===== config.mk =====
export PLATFORM = sky130hd
export DESIGN_NAME = ball_motion_mod
export DESIGN_NICKNAME = d
export VERILOG_FILES = /design/src/rtl/ball_motion_mod.sv
export SDC_FILE = /design/constraint.sdc
export NUM_CORES = 1
export LEC_CHECK = 0
export ABC_AREA = 1
export BUFFER_PORTS_ARGS = -buffer_cell sky130_fd_sc_hd__buf_2
export CAP_MARGIN = 20
export CORE_ASPECT_RATIO = 1.25
export CORE_MARGIN = 3
export CORE_UTILIZATION = 59
export DETAILED_ROUTE_END_ITERATION = 7
export GPL_TIMING_DRIVEN = 0
export PLACE_DENSITY = 0.81
export SLEW_MARGIN = 25
export SYNTH_ARGS = -nofsm -noshare
export SYNTH_HDL_FRONTEND = slang
export SYNTH_SLANG_ARGS = --single-unit

===== constraint.sdc =====
create_clock -name clk -period 3 [get_ports clk]
set_input_delay 0.45 -clock clk [delete_from_list [all_inputs] [get_ports clk]]
set_output_delay 0.45 -clock clk [all_outputs]
set_load 0.01 [all_outputs]

===== src/rtl/ball_motion_mod.sv =====
// ball_motion_mod: per-ball frame-rate position integrator with cushion reflection
// Friction decay is compiled in only when BALL_FRICTION_EN is defined.
module ball_motion_mod #(
    parameter int X_MIN = 45,
    parameter int X_MAX = 595,
    parameter int Y_MIN = 45,
    parameter int Y_MAX = 435,
    parameter int X_INIT = 160,
    parameter int Y_INIT = 240,
    parameter int V_MAX = 31,
    parameter int FRICTION_DIV = 8
) (
    input  logic       clk,
    input  logic       rst,
    input  logic       frame_tick,
    input  logic       upd_valid,
    input  logic [9:0] Vx_UPDATE,
    input  logic [9:0] Vy_UPDATE,
    input  logic [9:0] Dx_UPDATE,
    input  logic [9:0] Dy_UPDATE,
    output logic [9:0] xBall,
    output logic [9:0] yBall,
    output logic [9:0] Vx_NOW,
    output logic [9:0] Vy_NOW,
    output logic [9:0] Dx_NOW,
    output logic [9:0] Dy_NOW,
    output logic       moving,
    output logic       wall_hit
);
    typedef enum logic {STOP, MOVE} state_t;

    state_t state, state_n;
    logic [9:0] x, y, vx, vy, x_n, y_n, vx_n, vy_n, vx_ld, vy_ld;
    logic dx_neg, dy_neg, dx_neg_n, dy_neg_n, hit, hit_n, hx, hy;
    logic [11:0] sx, sy;
    logic unused_dir_bits;

    // Returns {hit, new_negative, new_position}; one reflection suffices since v <= V_MAX.
    function automatic logic [11:0] step(input logic [9:0] p, input logic [9:0] v,
                                         input logic neg, input int lo, input int hi);
        logic [10:0] raw, room;
        raw = {1'b0, p} + {1'b0, v};
        room = {1'b0, p} - 11'(lo);
        if (!neg)
            step = raw > 11'(hi) ? {2'b11, 10'(11'(2 * hi) - raw)} : {2'b00, raw[9:0]};
        else
            step = {1'b0, v} > room ? {2'b10, 10'(11'(2 * lo) + {1'b0, v} - {1'b0, p})}
                                    : {2'b01, 10'({1'b0, p} - {1'b0, v})};
    endfunction

    assign vx_ld = Vx_UPDATE > 10'(V_MAX) ? 10'(V_MAX) : Vx_UPDATE;
    assign vy_ld = Vy_UPDATE > 10'(V_MAX) ? 10'(V_MAX) : Vy_UPDATE;
    assign sx = step(x, vx, dx_neg, X_MIN, X_MAX);
    assign sy = step(y, vy, dy_neg, Y_MIN, Y_MAX);
    assign unused_dir_bits = ^{Dx_UPDATE[8:0], Dy_UPDATE[8:0]};

`ifdef BALL_FRICTION_EN
    localparam int CW = FRICTION_DIV > 1 ? $clog2(FRICTION_DIV) : 1;
    logic [CW-1:0] cnt, cnt_n;
`else
    localparam int unused_friction_div = FRICTION_DIV;
`endif

    always_comb begin
        state_n = state;
        x_n = x;
        y_n = y;
        vx_n = vx;
        vy_n = vy;
        dx_neg_n = dx_neg;
        dy_neg_n = dy_neg;
        hit_n = 1'b0;
        hx = 1'b0;
        hy = 1'b0;
`ifdef BALL_FRICTION_EN
        cnt_n = cnt;
`endif
        if (upd_valid) begin
            vx_n = vx_ld;
            vy_n = vy_ld;
            dx_neg_n = Dx_UPDATE[9];
            dy_neg_n = Dy_UPDATE[9];
            state_n = (vx_ld != 10'd0 || vy_ld != 10'd0) ? MOVE : STOP;
`ifdef BALL_FRICTION_EN
            cnt_n = '0;
`endif
        end else if (frame_tick && state == MOVE) begin
            {hx, dx_neg_n, x_n} = sx;
            {hy, dy_neg_n, y_n} = sy;
            hit_n = hx | hy;
`ifdef BALL_FRICTION_EN
            cnt_n = cnt + 1'b1;
            if (cnt == CW'(FRICTION_DIV - 1)) begin
                cnt_n = '0;
                vx_n = vx - 10'(vx != 10'd0);
                vy_n = vy - 10'(vy != 10'd0);
                state_n = (vx_n == 10'd0 && vy_n == 10'd0) ? STOP : MOVE;
            end
`endif
        end
    end

    always_ff @(posedge clk) begin
        if (rst) begin
            state <= STOP;
            x <= 10'(X_INIT);
            y <= 10'(Y_INIT);
            vx <= '0;
            vy <= '0;
            dx_neg <= 1'b0;
            dy_neg <= 1'b0;
            hit <= 1'b0;
`ifdef BALL_FRICTION_EN
            cnt <= '0;
`endif
        end else begin
            state <= state_n;
            x <= x_n;
            y <= y_n;
            vx <= vx_n;
            vy <= vy_n;
            dx_neg <= dx_neg_n;
            dy_neg <= dy_neg_n;
            hit <= hit_n;
`ifdef BALL_FRICTION_EN
            cnt <= cnt_n;
`endif
        end
    end

    assign xBall = x;
    assign yBall = y;
    assign Vx_NOW = vx;
    assign Vy_NOW = vy;
    assign Dx_NOW = {{9{dx_neg}}, 1'b1};
    assign Dy_NOW = {{9{dy_neg}}, 1'b1};
    assign moving = state == MOVE;
    assign wall_hit = hit;
endmodule


==> results of run 1 <==
[registers in the layout (all words and copies together) (netlist names)]
signal,cells
dx_neg,1
xBall,10
wall_hit,1
Vx_NOW,10
dy_neg,1
yBall,10
moving,1
Vy_NOW,10
[final cells by class]
class / instances / area [um2] / area share
Buffer: 40 / 262.8 / 0.03529
Sequential cell: 44 / 908.4 / 0.1220
Tap cell: 132 / 165.2 / 0.02218
Multi-Input combinational cell: 772 / 4930 / 0.6621
Clock buffer: 6 / 128.9 / 0.01731
Inverter: 142 / 535.5 / 0.07192
Clock inverter: 1 / 5.005 / 0.0006722
Timing Repair Buffer: 96 / 510.5 / 0.06856
[cells in the mapped netlist, types with 4 or more instances]
| cell | n |
|---|---|
| a21oi_1 | 65 |
| nand2_1 | 248 |
| nand3_1 | 74 |
| nand4_1 | 14 |
| nor3_1 | 11 |
| dfxtp_1 | 44 |
| nor4_1 | 5 |
| ha_1 | 88 |
| o21ai_1 | 4 |
| inv_1 | 133 |
| o21ai_0 | 47 |
| xor2_1 | 43 |
| xnor2_1 | 9 |
| nor2_1 | 80 |
| buf_4 | 24 |
| a211oi_1 | 9 |
| a31oi_1 | 4 |
| inv_2 | 7 |
| o21bai_1 | 6 |
| a21oi_2 | 5 |
| fa_1 | 14 |
| nand2_2 | 9 |
| nand2_4 | 4 |
| clkbuf_1 | 11 |
| nand3b_1 | 5 |
[metal layers]
layer  vias to the layer above  wire length, um  track usage
met1                      3174             7313       0.3262
met5                         -                0            0
li1                       3414                -            -
met2                       217            10570       0.6332
met4                         0             1165       0.1921
met3                        87              732      0.02217
[worst max-delay path, stage by stage, from the launching register on]
cell and delay, ns:
dfxtp_4 0.36, inv_2 0.07, ha_1 0.22, inv_1 0.08, nand3_2 0.10, a21oi_4 0.19, nor2_1 0.09, xor2_1 0.14
ha_1 0.28, nand2_1 0.14, inv_1 0.10, a221oi_2 0.26, nand2_2 0.12, nand2_4 0.14, nand2_4 0.11, o21ai_0 0.20
nor2_1 0.07, nand2_1 0.06, nand2_1 0.05
[power breakdown]
group	switching [mW]	total [mW]	internal, mW
Sequential	0.0543	0.662	0.608
Clock	0.240	0.544	0.304
Combinational	0.661	1.06	0.397
[cell families after synthesis]
logic type | Yosys count
AO/OA/AOI/OAI | 152
XOR/XNOR | 53
adder cells (fa/ha/maj) | 102
buffers and inverters | 182
flip-flops | 44
other | 1
AND/OR/NAND/NOR | 463
[per-stage QoR]
| step | cell area (um2) | utilization | hold slack [ns] |
|---|---|---|---|
| finish | 7446 | 0.7014 | 0.4265 |
| global route | 7446 | 0.7014 | 0.4388 |
| CTS | 7268 | 0.6847 | 0.4252 |
| detailed placement | 7038 | 0.6630 | 0.4967 |
| global placement | 7038 | 0.6630 | 0.4913 |
| floorplan | 6452 | - | 0.4958 |
[repair_timing]
| item | 4_1_cts | 5_1_grt |
|---|---|---|
| gates resized for setup | 25 | 39 |
| pin swaps | 5 | 9 |
| setup endpoints to repair | 21 | 21 |
| buffers inserted | 3 | 9 |
[path summary, 6_finish.rpt]
check                                  start   endpoint  slack, ns
worst max register to register      xBall[0]   xBall[7]       0.11
worst min register to register     Vy_NOW[9]  Vy_NOW[9]       0.51
worst max-delay path                xBall[0]   xBall[7]       0.11
worst min-delay path            Vx_UPDATE[3]  Vx_NOW[3]       0.43
==> key figures, run 1 <==
Status
  • Outcome: completed

Power and ir drop
  • P_leak: about 3.9 nW
  • Design Power: 2.263 mW
  • Maximum vdd drop: between 0.2 and 0.25 mV
  • Pwr per Cell Area: 304.0 nW/um2

Timing
  • Clock skew: 0.007664 ns
  • Final Hold Fails: 0
  • Pins Over Slew Limit: 0
  • Final setup fails: 0
  • Relative max-transition margin: 0.4849
  • Max Fclk: 0.3460 GHz
  • Setup ws final: roughly 0.11 ns
  • TNS Setup: 0 ns
  • Final period utilization: 0.9634
  • Worst Tran Pin Value: 0.7727 ns
  • Post-layout min period: ~2.9 ns
  • Unrepaired setup endpoints after global routing: true

GRT
  • Largest net degree at the start of global routing: 16
  • Wire length of the first global-routing pass: 31320 um
  • Initial antenna violation count: 0
  • Vias in the first global route: between 6000 and 7000
  • Gr ovfl total: 0
  • All-Layer GR Usage: 0.3218

Synthesis
  • Ys Warns: 0
  • Post-Synthesis Cell Area: about 6400 um2
  • Number of library cell types mapped by synthesis: 47
  • Compound-Gate Fraction of Synth Area: 0.1374
  • Post-Synth Simple-Gate Area: 0.3143
  • Main flop type after synthesis: dfxtp_1
  • Synth area leaders: ha_1, nand2_1, dfxtp_1
  • Ys async rst share: 0
  • Adder-cell share of the synthesized area: 0.2142
  • Seq/Total Area, Yosys: 0.1366
  • Xor and xnor area share after synthesis: 0.07315
  • Syn avg cell area: 6.468 um2
  • #FFs+latches synth: 44
  • Cells after Synth: 997
  • Post-synthesis mux area share: 0
  • Largest family of logic cells by synthesized area: simple AND/OR/NAND/NOR gates
  • Post-synth top area share: 0.1707
  • Post-synth EDFFs: 0
  • Top cell type by total area after synthesis: ha_1

Routing
  • Total Routed Length: 19780 um
  • Via-to-Cell Ratio: 5.590
  • Post-route ant nets: 0
  • Vias: 6892
  • DR WL/cell: 16.04 um
  • Iteration-0 DRC Markers: 273
  • DR pass1 iterations: 5
  • DRC viols: 0

Critical path
  • Reg2reg path depth: 18
  • Worst-path fanout max: 8
  • CP required: approximately 3.2 ns
  • CP Launch Type: register
  • Critical Path Sink Type: register
  • Arr. time, crit path: 3.07 ns
  • CP Class: reg2reg

Placed design
  • GPL Wtd Cong: 0.9546
  • Dpl cells: around 1200
  • Pre-CTS WS: -0.4179 ns
  • DP HPWL: 15720 um
  • Port Buffers: 84

Floorplan
  • Core area: between 10000 and 15000 um2
  • Die width: 99.51 um
  • I/O pins: 106
  • Die area: roughly 12000 um2
  • Starting Density: 0.6075
  • Die Ht: 122.9 um
  • Rows: 42

Clock network
  • CTS tree: built
  • CTS root buf: clkbuf_16
  • Hold Buf Count CTS: 0
  • Cts bufs inserted: 5
  • CTS Buffer Depth: 2
  • Clock sinks: 44
  • Reg clk slew, reported paths: 0.06 ns
  • Clock Latency Late Sink: 0.29 ns
  • H-tree levels: 2

Finish
  • Fill count: 977
  • Commonest non-fill, non-tap cell in the layout: nand2_1
  • Layout cells sized above 1: 0.1944
  • Layout Nets: 1247
  • Antenna cells: 0
  • Commonest non-fill, non-tap cells in the layout: nand2_1, inv_1, buf_2
  • Final Non-Filler Cells: 1233
  • Layout area overhead: 15.46%

Job
  • Max Cap Viol: 0

Worst hold path
  • Min-delay worst type: in2reg
  • Cells on Worst Hold Path: 3
(Power assumes the default switching activity.)
==> run 2, diff against run 1 <==
- CORE_MARGIN: 3 -> 5
- SKIP_LAST_GASP: not set -> 1
==> run 2 against run 1 <==
Die area rose by 7.4%. Hold slack got worse by 0.0053 ns. Count of clock-buffer cells in the layout fell by 1. Flip-flop and latch count did not move. Via count fell by 0.55%. Routed wire length fell by 1.3%. Critical path type unchanged. Largest cell class unchanged. Largest power group unchanged. Highest routed layer unchanged.
==> key figures, run 2 (synthesis results as in run 1) <==
Power and ir drop
  • Pwr per Cell Area: 311.2 nW/um2 (+2.4%)
  • Clock Power Share: 0.266 (+0.026)
  • P_leak: 3.962 nW (+1.1%)
  • Part of the power in registers: 0.282 (-0.011)
  • Maximum vdd drop: 0.2207 mV (-5.2%)
  • Sw frac: 0.4047 (-0.01721)
  • Sw Pwr: 0.9452 mW (-1.0%)
  • Pint: 1.390 mW (+6.3%)
  • Logic pwr share: 0.451 (-0.016)

Critical path
  • CP required: 3.22 ns (+0.04 ns)
  • Arr. time, crit path: 3.16 ns (+0.09 ns)
  • Critical Path Sink Type: register
  • CP Launch Type: register
  • Worst-path fanout max: 5 (-3)
  • CP Class: reg2reg

Status
  • Outcome: completed

Worst hold path
  • Min-delay worst type: in2reg

Floorplan
  • I/O pins: 106 (unchanged)
  • Starting Density: 0.6045 (-0.002993)
  • Die area: 13130 um2 (+7.4%)
  • Core area: 10670 um2 (+0.49%)
  • Die Ht: 126.9 um (+3.3%)
  • Rows: 42 (unchanged)
  • Die width: 103.5 um (+4.0%)

Timing
  • Post-layout min period: 2.945 ns (+0.05423 ns)
  • TNS Setup: 0 ns (unchanged)
  • Worst Tran Pin Value: 0.7717 ns (-0.0009953 ns)
  • Min Hold Slack: 0.4212 ns (-0.005273 ns)
  • Setup ws final: 0.05548 ns (-0.05423 ns)
  • Final period utilization: 0.9815 (+0.01808)
  • Max Fclk: 0.3396 GHz (-1.8%)
  • Relative max-transition margin: 0.4856 (+0.0006640)
  • Pins Over Slew Limit: 0 (unchanged)
  • Final setup fails: 0 (unchanged)
  • Final Hold Fails: 0 (unchanged)
  • Clock skew: 0.008880 ns (+0.001216 ns)

Finish
  • Layout Cell Area excl Fill: 7503 um2 (+0.77%)
  • Layout area overhead: 16.36%
  • Fill count: 992 (+1.5%)
  • Commonest non-fill, non-tap cell in the layout: nand2_1
  • Reg area: 908.4 um2 (unchanged)
  • Layout Nets: 1251 (+0.32%)
  • Layout cells sized above 1: 0.1947 (+0.0003776)
  • Area occupied by multi-input gates: 4923 um2 (-0.13%)
  • Commonest non-fill, non-tap cells in the layout: nand2_1, inv_1, buf_2, ha_1, nor2_1
  • Antenna cells: 0 (unchanged)
  • Final Non-Filler Cells: 1236 (+0.24%)

Placed design
  • DP HPWL: 15710 um (about the same)
  • GPL Wtd Cong: 0.9847 (+3.2%)
  • Placed Area: 7038 um2 (unchanged)
  • Dpl cells: 1214 (unchanged)
  • Pre-CTS WS: -0.5192 ns (-0.1014 ns)
  • Port Buffers: 84 (unchanged)

GRT
  • Initial antenna violation count: 0 (unchanged)
  • Gr ovfl total: 0 (unchanged)
  • Busiest grt layer: met2
  • Vias in the first global route: 6881 (-0.13%)
  • Wire length of the first global-routing pass: 31710 um (+1.2%)
  • Met1 GRT Util: 0.2957 (-0.03052)
  • All-Layer GR Usage: 0.2918 (-0.02992)
  • Grt met2 use: 0.5511 (-0.08214)
  • Largest net degree at the start of global routing: 16 (unchanged)
  • GR Util met3: 0.03049 (+0.008316)

Clock network
  • Clock Latency Late Sink: 0.29 ns (about the same)
  • Clock sinks: 44 (unchanged)
  • CTS tree: built
  • Reg clk slew, reported paths: 0.07 ns (about the same)
  • CTS root buf: clkbuf_16
  • Hold Buf Count CTS: 0 (unchanged)
  • H-tree levels: 2 (unchanged)
  • CTS Buffer Depth: 2 (unchanged)
  • Cts bufs inserted: 5 (unchanged)

Routing
  • Post-route ant nets: 0 (unchanged)
  • Via-to-Cell Ratio: 5.545 (-0.79%)
  • DRC viols: 0 (unchanged)
  • DR pass1 iterations: 4 (-1)
  • Vias: 6854 (-0.55%)
  • Iteration-0 DRC Markers: 248 (-9.2%)
  • DR WL/cell: 15.79 um (-1.6%)
  • Total Routed Length: 19520 um (-1.3%)

Job
  • Max Cap Viol: 0 (unchanged)
==> run 2: cell types whose count changed in the layout (fill, tap and decap cells not counted), sizes merged <==
cell / before / now
clkbuf: 17 / 16
buf: 125 / 129
clkinv: 2 / 1
bufinv: 0 / 1
==> run 2: layout make-up <==
cell class | instances | area share
timing repair buffer | 100 | 0.07370
clock inverter | 1 | 0.004002
multi-input combinational | 772 | 0.6562
inverter | 142 | 0.07137
tap | 132 | 0.02201
buffer | 40 | 0.03502
clock buffer | 5 | 0.01667
sequential | 44 | 0.1211
==> run 2: power by group through the flow <==
stage,Sequential (mW),Clock [mW],Combinational [mW]
after CTS,0.662,0.624,1.02
after detailed placement,0.675,0,1.00
after global placement,0.673,0,0.989
after global routing,0.664,0.655,1.18
after floorplan,0.670,0,0.741
final,0.659,0.622,1.05
==> run 2: routing by layer <==
layer / share of wire / vias to the layer above
met5: 0 / -
met1: 0.37 / 3116
met3: 0.042 / 101
met4: 0.069 / 0
met2: 0.52 / 228
li1: - / 3409
==> run 2: timing repair <==
item                                    4_1_cts  5_1_grt
buffers inserted                              5       11
pin swaps                                     8       13
gates cloned                                  0        0
gates resized for setup                      28       31
endpoints found under the setup margin       21       21
==> run 2: critical path: stages (launching register included) <==
cell,delay [ns]
dfxtp_4,0.37
inv_2,0.06
ha_1,0.22
inv_1,0.07
nand3_2,0.09
a21oi_4,0.21
xor2_1,0.09
ha_1,0.31
nand2_1,0.12
a21oi_1,0.16
nor2_1,0.06
nand3_1,0.11
nand3_1,0.09
nand2_1,0.13
nand2_4,0.11
nor2_4,0.18
inv_1,0.15
o21ai_2,0.16
nor2_1,0.05
a21oi_1,0.15
==> run 2: metrics by stage <==
step           utilization  total power [mW]
6_report            0.7034             2.335
2_1_floorplan            -             1.412
4_1_cts             0.6866             2.306
5_1_grt             0.7034             2.499
3_3_place_gp        0.6597             1.662
3_5_place_dp        0.6597             1.678
==> run 2: final timing paths <==
path | from | endpoint | slack, ns | cells past startpoint
hold / removal | Vx_UPDATE[3] | Vx_NOW[3] | 0.42 | 3
setup / recovery | xBall[0] | xBall[2] | 0.06 | 19
setup reg to reg | xBall[0] | xBall[2] | 0.06 | 19
hold reg to reg | Vy_NOW[9] | Vy_NOW[9] | 0.51 | 2
==> run 3, diff against run 2 <==
- GPL_TIMING_DRIVEN: 0 -> 1
==> run 3 against run 2 <==
Register-to-register slack improved by 0.12 ns. Global-route usage fell by 1.1 points. Core utilization fell by 0.13 points. Clock skew fell by 0.0023 ns. Cell count fell by 0.32%. Clock power rose by 9.0%. Critical path depth rose by 1. Total power rose by 1.4%. Non-clock buffer count fell by 7. Largest power group unchanged.
==> key figures, run 3 (synthesis results as in run 1) <==
Status
  • Outcome: completed

Timing
  • Relative max-transition margin: 0.5249 (+0.03934)
  • Final Hold Fails: 0 (unchanged)
  • Final period utilization: 0.9408 (-0.04068)
  • Worst Tran Pin Value: 0.7119 ns (-0.05979 ns)
  • Final setup fails: 0 (unchanged)
  • Max Fclk: 0.3543 GHz (+4.3%)
  • Post-layout min period: 2.822 ns (-0.1220 ns)
  • Pins Over Slew Limit: 0 (unchanged)
  • Clock skew: 0.006617 ns (-0.002263 ns)

Placed design
  • DP HPWL: 15110 um (-3.8%)
  • Port Buffers: 85 (+1.2%)
  • GPL Wtd Cong: 0.9462 (-3.9%)

Clock network
  • CTS tree: built
  • Cts bufs inserted: 5 (unchanged)
  • CTS Buffer Depth: 2 (unchanged)
  • H-tree levels: 2 (unchanged)
  • Clock sinks: 44 (unchanged)
  • Clock Latency Late Sink: 0.29 ns (about the same)
  • CTS root buf: clkbuf_16
  • Hold Buf Count CTS: 0 (unchanged)
  • Reg clk slew, reported paths: 0.07 ns (about the same)

Routing
  • Iteration-0 DRC Markers: 271 (+9.3%)
  • DRC viols: 0 (unchanged)
  • Vias: 6748 (-1.5%)
  • DR pass1 iterations: 6 (+2)
  • DR WL/cell: 15.37 um (-2.7%)
  • Via-to-Cell Ratio: 5.477 (-1.2%)
  • Total Routed Length: 18930 um (-3.0%)
  • Post-route ant nets: 0 (unchanged)

Finish
  • Layout cells sized above 1: 0.1991 (+0.004345)
  • Commonest non-fill, non-tap cells in the layout: nand2_1, inv_1, buf_2
  • Final core occ: 0.7021 (-0.001290)
  • Layout Nets: 1245 (-0.48%)
  • Antenna cells: 0 (unchanged)
  • Commonest non-fill, non-tap cell in the layout: nand2_1
  • Layout area overhead: 16.14%

Floorplan
  • Rows: 42 (unchanged)
  • Core area: 10670 um2 (unchanged)
  • Die Ht: 126.9 um (unchanged)
  • Die width: 103.5 um (unchanged)
  • Die area: 13130 um2 (unchanged)
  • Starting Density: 0.6045 (unchanged)
  • I/O pins: 106 (unchanged)

GRT
  • Largest net degree at the start of global routing: 29 (+13)
  • Gr ovfl total: 0 (unchanged)
  • Wire length of the first global-routing pass: 30820 um (-2.8%)
  • Vias in the first global route: 6762 (-1.7%)
  • All-Layer GR Usage: 0.2812 (-0.01066)
  • Initial antenna violation count: 0 (unchanged)

Power and ir drop
  • Part of the power in registers: 0.270 (-0.012)
  • P_leak: 3.961 nW (about the same)
  • Pwr per Cell Area: 316.2 nW/um2 (+1.6%)
  • Clock Power Share: 0.286 (+0.020)
  • Sw frac: 0.3923 (-0.01243)
  • Logic pwr share: 0.444 (-0.007)
  • Design Power: 2.369 mW (+1.4%)
  • Maximum vdd drop: 0.2737 mV (+24%)
  • Sw Pwr: 0.9292 mW (-1.7%)
  • Pint: 1.439 mW (+3.5%)

Critical path
  • CP Launch Type: register
  • Arr. time, crit path: 3.01 ns (-0.15 ns)
  • CP required: 3.18 ns (-0.04 ns)
  • Critical path cell sequence: inv_1 -> buf_4 -> a21oi_2 -> nand2_1 -> nand2_1 -> nand2_2 -> nand2_1 -> xor2_1 -> ha_1 -> nand4_1 -> nor4_2 -> buf_4 -> a21oi_2 -> nand2_4 -> nor2_4 -> buf_4 -> nand3_1 -> nand2_1 -> nor2_1 -> a21oi_1
  • Buf/Inv on CP: 4 (+1)
  • R2R setup slack: 0.18 ns (+0.12 ns)
  • Reg2reg path depth: 20 (+1)
  • CP delay by family, top: simple AND/OR/NAND/NOR gates
  • Worst r2r dst: xBall[9]
  • Critical Path Sink Type: register
  • Worst-path fanout max: 4 (-1)
  • CP max stage delay: 0.35 ns (-0.02 ns)
  • CP Class: reg2reg
  • Critical register-to-register path startpoint: xBall[1]
  • Critical path's most frequent cell: nand2_1
  • Slowest-stage cell, CP: ha_1

Worst hold path
  • HP Start: Vx_UPDATE[3]
  • Hold EP: Vx_NOW[3]
  • Min-delay worst type: in2reg
  • Cells on Worst Hold Path: 3 (unchanged)

Job
  • Max Cap Viol: 0 (unchanged)
run 3: worst max-delay path by stage:
stage,from,to,slack [ns],cells past startpoint
final,xBall[1],xBall[9],0.18,20
after floorplan,yBall[1],yBall[3],0.18,17
after global routing,xBall[1],xBall[4],-0.08,18
after global placement,yBall[0],yBall[6],0.10,19
after detailed placement,yBall[0],yBall[2],-0.007,19
after CTS,yBall[0],dy_neg,0.04,20
run 3: worst reg2reg max path, delay by kind of cell (launching register included):
family	cells	cell delay, ns
flip-flops	1	0.33
AND/OR/NAND/NOR	11	1.16
buffers and inverters	4	0.52
AO/OA/AOI/OAI	3	0.28
XOR/XNOR	1	0.07
adder cells (fa/ha/maj)	1	0.35
run 3: through the flow:
step | TNS [ns] | setup WS [ns] | instances | area, um2 | hold WS (ns)
after floorplan | 0 | 0.1833 | 998 | 6452 | 0.4958
after global placement | 0 | 0.1034 | 1222 | 7136 | 0.4920
after detailed placement | -0.007148 | -0.007148 | 1222 | 7136 | 0.4920
after CTS | 0 | 0.04207 | 1230 | 7331 | 0.4261
after global routing | -0.4538 | -0.07852 | 1232 | 7490 | 0.4780
final | 0 | 0.1775 | 1232 | 7490 | 0.4301
run 3: per-layer routing:
| metal | track usage | part of all wire |
|---|---|---|
| met3 | 0.02388 | 0.035 |
| met5 | 0 | 0 |
| met2 | 0.5270 | 0.53 |
| met4 | 0.1737 | 0.062 |
| met1 | 0.3017 | 0.37 |
run 3: what timing repair did:
action | CTS | global route
cloned | 0 | 1
gates resized for setup | 3 | 44
setup endpoints to repair | 7 | 21
setup buffers | 0 | 1
pin swaps | 0 | 15
run 3: layout make-up:
type                    instances  area (um2)
multi-input cells             773        4927
fillers                       955        3178
flip-flops and latches         44       885.9
repair buffers                133       793.3
inverters                     142       535.5
well taps                     132       165.2
clock buffers                   7       152.6
clock inverters                 1       30.03
run 3: power by group through the flow:
stage               clock network, mW  logic [mW]  registers, mW
floorplan                           0       0.741          0.670
global placement                    0       0.998          0.649
detailed placement                  0        1.01          0.650
CTS                             0.685        1.02          0.637
global route                    0.706        1.18          0.642
finish                          0.678        1.05          0.639
